[config.mk]
export PLATFORM = sky130hd
export DESIGN_NAME = dual_port_ram_arbiter
export DESIGN_NICKNAME = d
export VERILOG_FILES = /design/src/rtl/dpra_pkg.sv /design/src/rtl/rr_arb2.sv /design/src/rtl/dual_port_ram_arbiter.sv
export SDC_FILE = /design/constraint.sdc
export NUM_CORES = 1
export LEC_CHECK = 0
export ABC_AREA = 1
export CAP_MARGIN = 10
export CELL_PAD_IN_SITES_DETAIL_PLACEMENT = 0
export CELL_PAD_IN_SITES_GLOBAL_PLACEMENT = 2
export CORE_MARGIN = 1
export CORE_UTILIZATION = 17
export CTS_CLUSTER_SIZE = 16
export DETAILED_ROUTE_END_ITERATION = 8
export GPL_TIMING_DRIVEN = 0
export PLACE_DENSITY = 0.84
export SYNTH_ARGS = -nofsm -noshare
export SYNTH_HDL_FRONTEND = slang
export SYNTH_SLANG_ARGS = --single-unit
[constraint.sdc]
create_clock -name clk -period 3.58 [get_ports clk]
set_input_delay 0.358 -clock clk [delete_from_list [all_inputs] [get_ports clk]]
set_output_delay 0.358 -clock clk [all_outputs]
set_load 0.03 [all_outputs]
[src/rtl/dpra_pkg.sv]
// -----------------------------------------------------------------------------
// dpra_pkg
// Shared types and constants for the dual-port RAM arbiter.
//   state_e            : controller state (zero-fill sequence, normal operation)
//   DEFAULT_ADDR_WIDTH : default RAM address width
//   DEPTH              : RAM depth for the default address width
//   depth()            : RAM depth for an arbitrary address width
// -----------------------------------------------------------------------------
package dpra_pkg;

    typedef enum logic {
        ST_CLEAR = 1'b0,
        ST_RUN   = 1'b1
    } state_e;

    localparam int DEFAULT_ADDR_WIDTH = 12;

    function automatic int unsigned depth(input int unsigned aw);
        return 32'd1 << aw;
    endfunction

    localparam int unsigned DEPTH = depth(DEFAULT_ADDR_WIDTH);

endpackage

[src/rtl/rr_arb2.sv]
// -----------------------------------------------------------------------------
// rr_arb2
// Two-way round-robin arbiter, purely combinational.
//   req[1:0]  in  : request per requester
//   last      in  : requester granted most recently on this port
//   gnt[1:0]  out : one-hot grant (or zero when nobody requests)
//   next_last out : value for the caller's last register; follows the grant,
//                   holds when nothing is granted
// -----------------------------------------------------------------------------
module rr_arb2 (
    input  logic [1:0] req,
    input  logic       last,
    output logic [1:0] gnt,
    output logic       next_last
);

    always_comb begin
        gnt       = 2'b00;
        next_last = last;
        case (req)
            2'b01:   gnt = 2'b01;
            2'b10:   gnt = 2'b10;
            // Contention: the requester that did not go last wins.
            2'b11:   gnt = last ? 2'b01 : 2'b10;
            default: gnt = 2'b00;
        endcase
        if (gnt[1]) begin
            next_last = 1'b1;
        end else if (gnt[0]) begin
            next_last = 1'b0;
        end
    end

endmodule

[src/rtl/dual_port_ram_arbiter.sv]
// -----------------------------------------------------------------------------
// dual_port_ram_arbiter
// Shares one RAM (one write port, one read port, 1-cycle registered read)
// between two requesters. Write and read ports are arbitrated independently
// with 2-way round-robin. After reset the RAM is optionally zero-filled
// before any access is granted.
//
// Ports
//   clk, reset           : clock, synchronous active-high reset
//   init_busy            : high while the zero-fill sequence runs
//   req/we/addr/wdata N  : requester N access (held until gntN)
//   gntN                 : combinational grant, access happens this cycle
//   rvalidN              : rdata carries read data for requester N
//   rdata                : shared read data (straight from the RAM)
//   ram_we/ram_waddr/ram_wdata/ram_raddr/ram_rdata : RAM port connections
// -----------------------------------------------------------------------------
module dual_port_ram_arbiter
    import dpra_pkg::*;
#(
    parameter int DATA_WIDTH     = 8,
    parameter int ADDR_WIDTH     = DEFAULT_ADDR_WIDTH,
    parameter bit CLEAR_ON_RESET = 1'b1
) (
    input  logic                  clk,
    input  logic                  reset,
    output logic                  init_busy,

    input  logic                  req0,
    input  logic                  we0,
    input  logic [ADDR_WIDTH-1:0] addr0,
    input  logic [DATA_WIDTH-1:0] wdata0,
    output logic                  gnt0,
    output logic                  rvalid0,

    input  logic                  req1,
    input  logic                  we1,
    input  logic [ADDR_WIDTH-1:0] addr1,
    input  logic [DATA_WIDTH-1:0] wdata1,
    output logic                  gnt1,
    output logic                  rvalid1,

    output logic [DATA_WIDTH-1:0] rdata,

    output logic                  ram_we,
    output logic [ADDR_WIDTH-1:0] ram_waddr,
    output logic [DATA_WIDTH-1:0] ram_wdata,
    output logic [ADDR_WIDTH-1:0] ram_raddr,
    input  logic [DATA_WIDTH-1:0] ram_rdata
);

    localparam int unsigned RAM_DEPTH = depth(ADDR_WIDTH);
    localparam logic [ADDR_WIDTH-1:0] LAST_ADDR = ADDR_WIDTH'(RAM_DEPTH - 1);

    state_e                state_q,    state_d;
    logic [ADDR_WIDTH-1:0] clr_addr_q, clr_addr_d;
    logic                  rvalid0_q,  rvalid0_d;
    logic                  rvalid1_q,  rvalid1_d;
    logic                  wr_last_q,  wr_last_d;
    logic                  rd_last_q,  rd_last_d;

    logic       run;
    logic [1:0] wr_req, rd_req;
    logic [1:0] wr_gnt, rd_gnt;
    logic       wr_next_last, rd_next_last;

    // Requests are masked during the clear sequence; they remain asserted
    // at the inputs and are served once RUN is reached.
    assign run    = (state_q == ST_RUN);
    assign wr_req = {2{run}} & {req1 &  we1, req0 &  we0};
    assign rd_req = {2{run}} & {req1 & ~we1, req0 & ~we0};

    rr_arb2 u_wr_arb (
        .req       (wr_req),
        .last      (wr_last_q),
        .gnt       (wr_gnt),
        .next_last (wr_next_last)
    );

    rr_arb2 u_rd_arb (
        .req       (rd_req),
        .last      (rd_last_q),
        .gnt       (rd_gnt),
        .next_last (rd_next_last)
    );

    assign gnt0      = wr_gnt[0] | rd_gnt[0];
    assign gnt1      = wr_gnt[1] | rd_gnt[1];
    assign init_busy = ~run;
    assign rvalid0   = rvalid0_q;
    assign rvalid1   = rvalid1_q;
    assign rdata     = ram_rdata;

    // RAM port muxes
    always_comb begin
        ram_we    = 1'b0;
        ram_waddr = '0;
        ram_wdata = '0;
        ram_raddr = '0;
        if (!run) begin
            ram_we    = 1'b1;
            ram_waddr = clr_addr_q;
        end else begin
            if (wr_gnt[0]) begin
                ram_we    = 1'b1;
                ram_waddr = addr0;
                ram_wdata = wdata0;
            end else if (wr_gnt[1]) begin
                ram_we    = 1'b1;
                ram_waddr = addr1;
                ram_wdata = wdata1;
            end
            if (rd_gnt[0]) begin
                ram_raddr = addr0;
            end else if (rd_gnt[1]) begin
                ram_raddr = addr1;
            end
        end
    end

    // Next-state logic
    always_comb begin
        state_d    = state_q;
        clr_addr_d = clr_addr_q;
        rvalid0_d  = rd_gnt[0];
        rvalid1_d  = rd_gnt[1];
        wr_last_d  = wr_next_last;
        rd_last_d  = rd_next_last;
        if (!run) begin
            clr_addr_d = clr_addr_q + ADDR_WIDTH'(1);
            if (clr_addr_q == LAST_ADDR) begin
                state_d = ST_RUN;
            end
        end
    end

    always_ff @(posedge clk) begin
        if (reset) begin
            state_q    <= CLEAR_ON_RESET ? ST_CLEAR : ST_RUN;
            clr_addr_q <= '0;
            rvalid0_q  <= 1'b0;
            rvalid1_q  <= 1'b0;
            // "Requester 1 went last" so requester 0 wins the first tie.
            wr_last_q  <= 1'b1;
            rd_last_q  <= 1'b1;
        end else begin
            state_q    <= state_d;
            clr_addr_q <= clr_addr_d;
            rvalid0_q  <= rvalid0_d;
            rvalid1_q  <= rvalid1_d;
            wr_last_q  <= wr_last_d;
            rd_last_q  <= rd_last_d;
        end
    end

endmodule

==> qor.csv <==
metric,value,unit
status,"finished, final reports clean",
worstSetupStartpointType,input pin,
synthFlopType,dfxtp_1,
synthesis.area,0.00142,mm^2
period_needed,2.65,ns
dp_cells,442,
syn2layout_area_growth,76.4,%
avgViaCountPerCell,4.11,
post-route-period-util,74.1,%
cts_setup_buffers,0,
maxSlewViolCount,0,
wire_per_inst,11.4,um
fin_setup_tns,0,ns
drtIter0Drc,58,
holdPathStages,1,
num_vias,1834,
slew_headroom,78.3,%
coreArea,0.00818,mm^2
max-clock-path-buffers,2,
routabilityCongestion,0.830,
yosys-top-cells-count,"nand2_1, nand3_1, nor2_1",
ys_seq_elements,17,
drt_pass1_iterations,4,
die_w,93.5,um
p_sw,0.110,mW
cts_buffers,3,
clkTransAtPathRegs,0.07,ns
cp.arrival,2.29,ns
clkPwrFrac,32.1,%
drc_errors,0,
root_buffer,clkbuf_8,
synth-async-reset-ratio,0,%
synthCells,246,
htree_levels,1,
grtUsageTotal,11.9,%
cap_viol_max_count,0,
yosysMostFrequentCell,nand2_1,
hold_end,clr_addr_q[5],
ant_nets,0,
final_net_count,397,
grt_pass1_wl,8180,um
path_max_fanout,10,
rrSetupSlack,2.34,ns
syn_area_per_cell,5.78,um^2
ys_types,25,
skew,0.00453,ns
fillers,926,
rsz0062_at_grt,no,
cts.sinks,17,
grt_max_degree,11,
p_leak,1.10,nW
finish.instance_area,0.00251,mm^2
post_cts_resized,0,
die_h,93.5,um
antenna_cells,0,
holdBufCountCts,0,
yosys_warnings,0,
yosysSeqAreaShare,23.9,%
totalWireLength,5100,um
reg2reg_depth,6,
hpwl,4190,um
place_area,0.00246,mm^2
hold_path.class,reg2reg,
initial_core_util,17.4,%
setup_viol,0,
pwr_density_cell,178,mW/mm^2
power_report.internal_total,0.338,mW
synth_nets,301,
antenna_found_initial,0,
drive_above_1_share,11.1,%
die_area,0.00874,mm^2
synth_top_area_share,28.5,%
peakVddDrop,0.0968,mV
r2r_end,clr_addr_q[8],
required,3.22,ns
hold_violations,0,
instances_no_fill,446,
tightest_slew,0.325,ns
fmax,377,MHz
grt_pass1_vias,1732,
cts_tree,yes,
switching_share,24.5,%
power_frac_comb,24.1,%
cp-end-kind,primary output,
holdWs,0.515,ns
critPathKind,in2out,
yosys-top-cells-area,"nand2_1, dfxtp_1, nand3_1, buf_4, nor2_1",
clkLatencyLatePin,0.25,ns
overflow,0,
min_from,clr_addr_q[5],
synth_edf_count,0,
power_frac_seq,43.8,%
rows,33,
synth_top_area_cell,nand2_1,
io_buffers,91,
r2r-start,clr_addr_q[0],
io_pins,100,
final_util,30.7,%
placed cells by master, fill, tap and decap left out:
cell type	instances
or2_2	1
xor2_1	1
o211ai_1	1
nand3_1	29
nor2_1	21
nand3b_1	1
nand3_2	5
o21ai_0	3
clkdlybuf4s50_1	91
a21oi_1	7
nor2_4	1
clkbuf_8	3
buf_6	3
ha_1	1
buf_2	4
nand2_2	1
nor2_2	2
o21ai_2	1
nand4_2	1
inv_2	4
clkbuf_1	1
o211a_1	1
buf_4	12
nand2_1	108
o21ai_1	3
dfxtp_1	17
inv_1	15
nand4_1	3
power by group through the flow:
stage | Clock, mW | Sequential, mW | Combinational (mW)
CTS | 0.150 | 0.196 | 0.109
global placement | 0 | 0.200 | 0.108
detailed placement | 0 | 0.200 | 0.108
global route | 0.160 | 0.197 | 0.116
floorplan | 0 | 0.200 | 0.0351
finish | 0.143 | 0.196 | 0.108
kinds of logic after synthesis:
group | synth area share, %
xor+xnor | 0.616
compound gates | 6.42
flops | 23.9
fa+ha+maj | 0.879
simple gates | 53.0
buf+inv | 15.1
per-layer routing:
layer  vias up  track usage (%)  wire length [um]
met3         5             2.60               375
li1        962                -                 -
met5         -                0                 0
met4         0             3.08                56
met2        61             21.1              2320
met1       806             14.5              2350
state kept, by name, indices dropped and copies added, names as in the netlist:
signal,cells
run,1
rd_last_q,1
wr_last_q,1
clr_addr_q,12
rvalid1,1
rvalid0,1
critical path: stages:
cell	delay, ns
clkdlybuf4s50_1	0.50
nand2_1	0.11
inv_1	0.07
nand2_1	0.04
nor2_1	0.17
buf_4	0.21
nand2_1	0.06
nand3_1	0.09
clkdlybuf4s50_1	0.68
how the worst max path moves through the flow:
| stage | start | to | cells past startpoint |
|---|---|---|---|
| floorplan | run | ram_waddr[10] | 6 |
| global route | req1 | ram_waddr[3] | 9 |
| CTS | req1 | ram_waddr[0] | 9 |
| detailed placement | req1 | ram_waddr[0] | 9 |
| global placement | req1 | ram_waddr[0] | 9 |
| finish | req1 | ram_waddr[0] | 9 |
metrics by stage:
step           power [mW]  setup WS [ns]
3_5_place_dp        0.309          0.908
3_3_place_gp        0.308          0.920
4_1_cts             0.456          0.910
6_report            0.447          0.929
2_1_floorplan       0.235           2.05
5_1_grt             0.473          0.738
layout make-up:
class / instances / area (um^2) / share of cell area [%]
multi-input cells: 191 / 867 / 34.5
inverters: 19 / 71.3 / 2.84
repair buffers: 91 / 911 / 36.3
well taps: 105 / 131 / 5.23
plain buffers: 19 / 144 / 5.73
flip-flops and latches: 17 / 340 / 13.6
clock buffers: 4 / 45.0 / 1.79
Note: power is estimated with default switching activity, not from simulation.
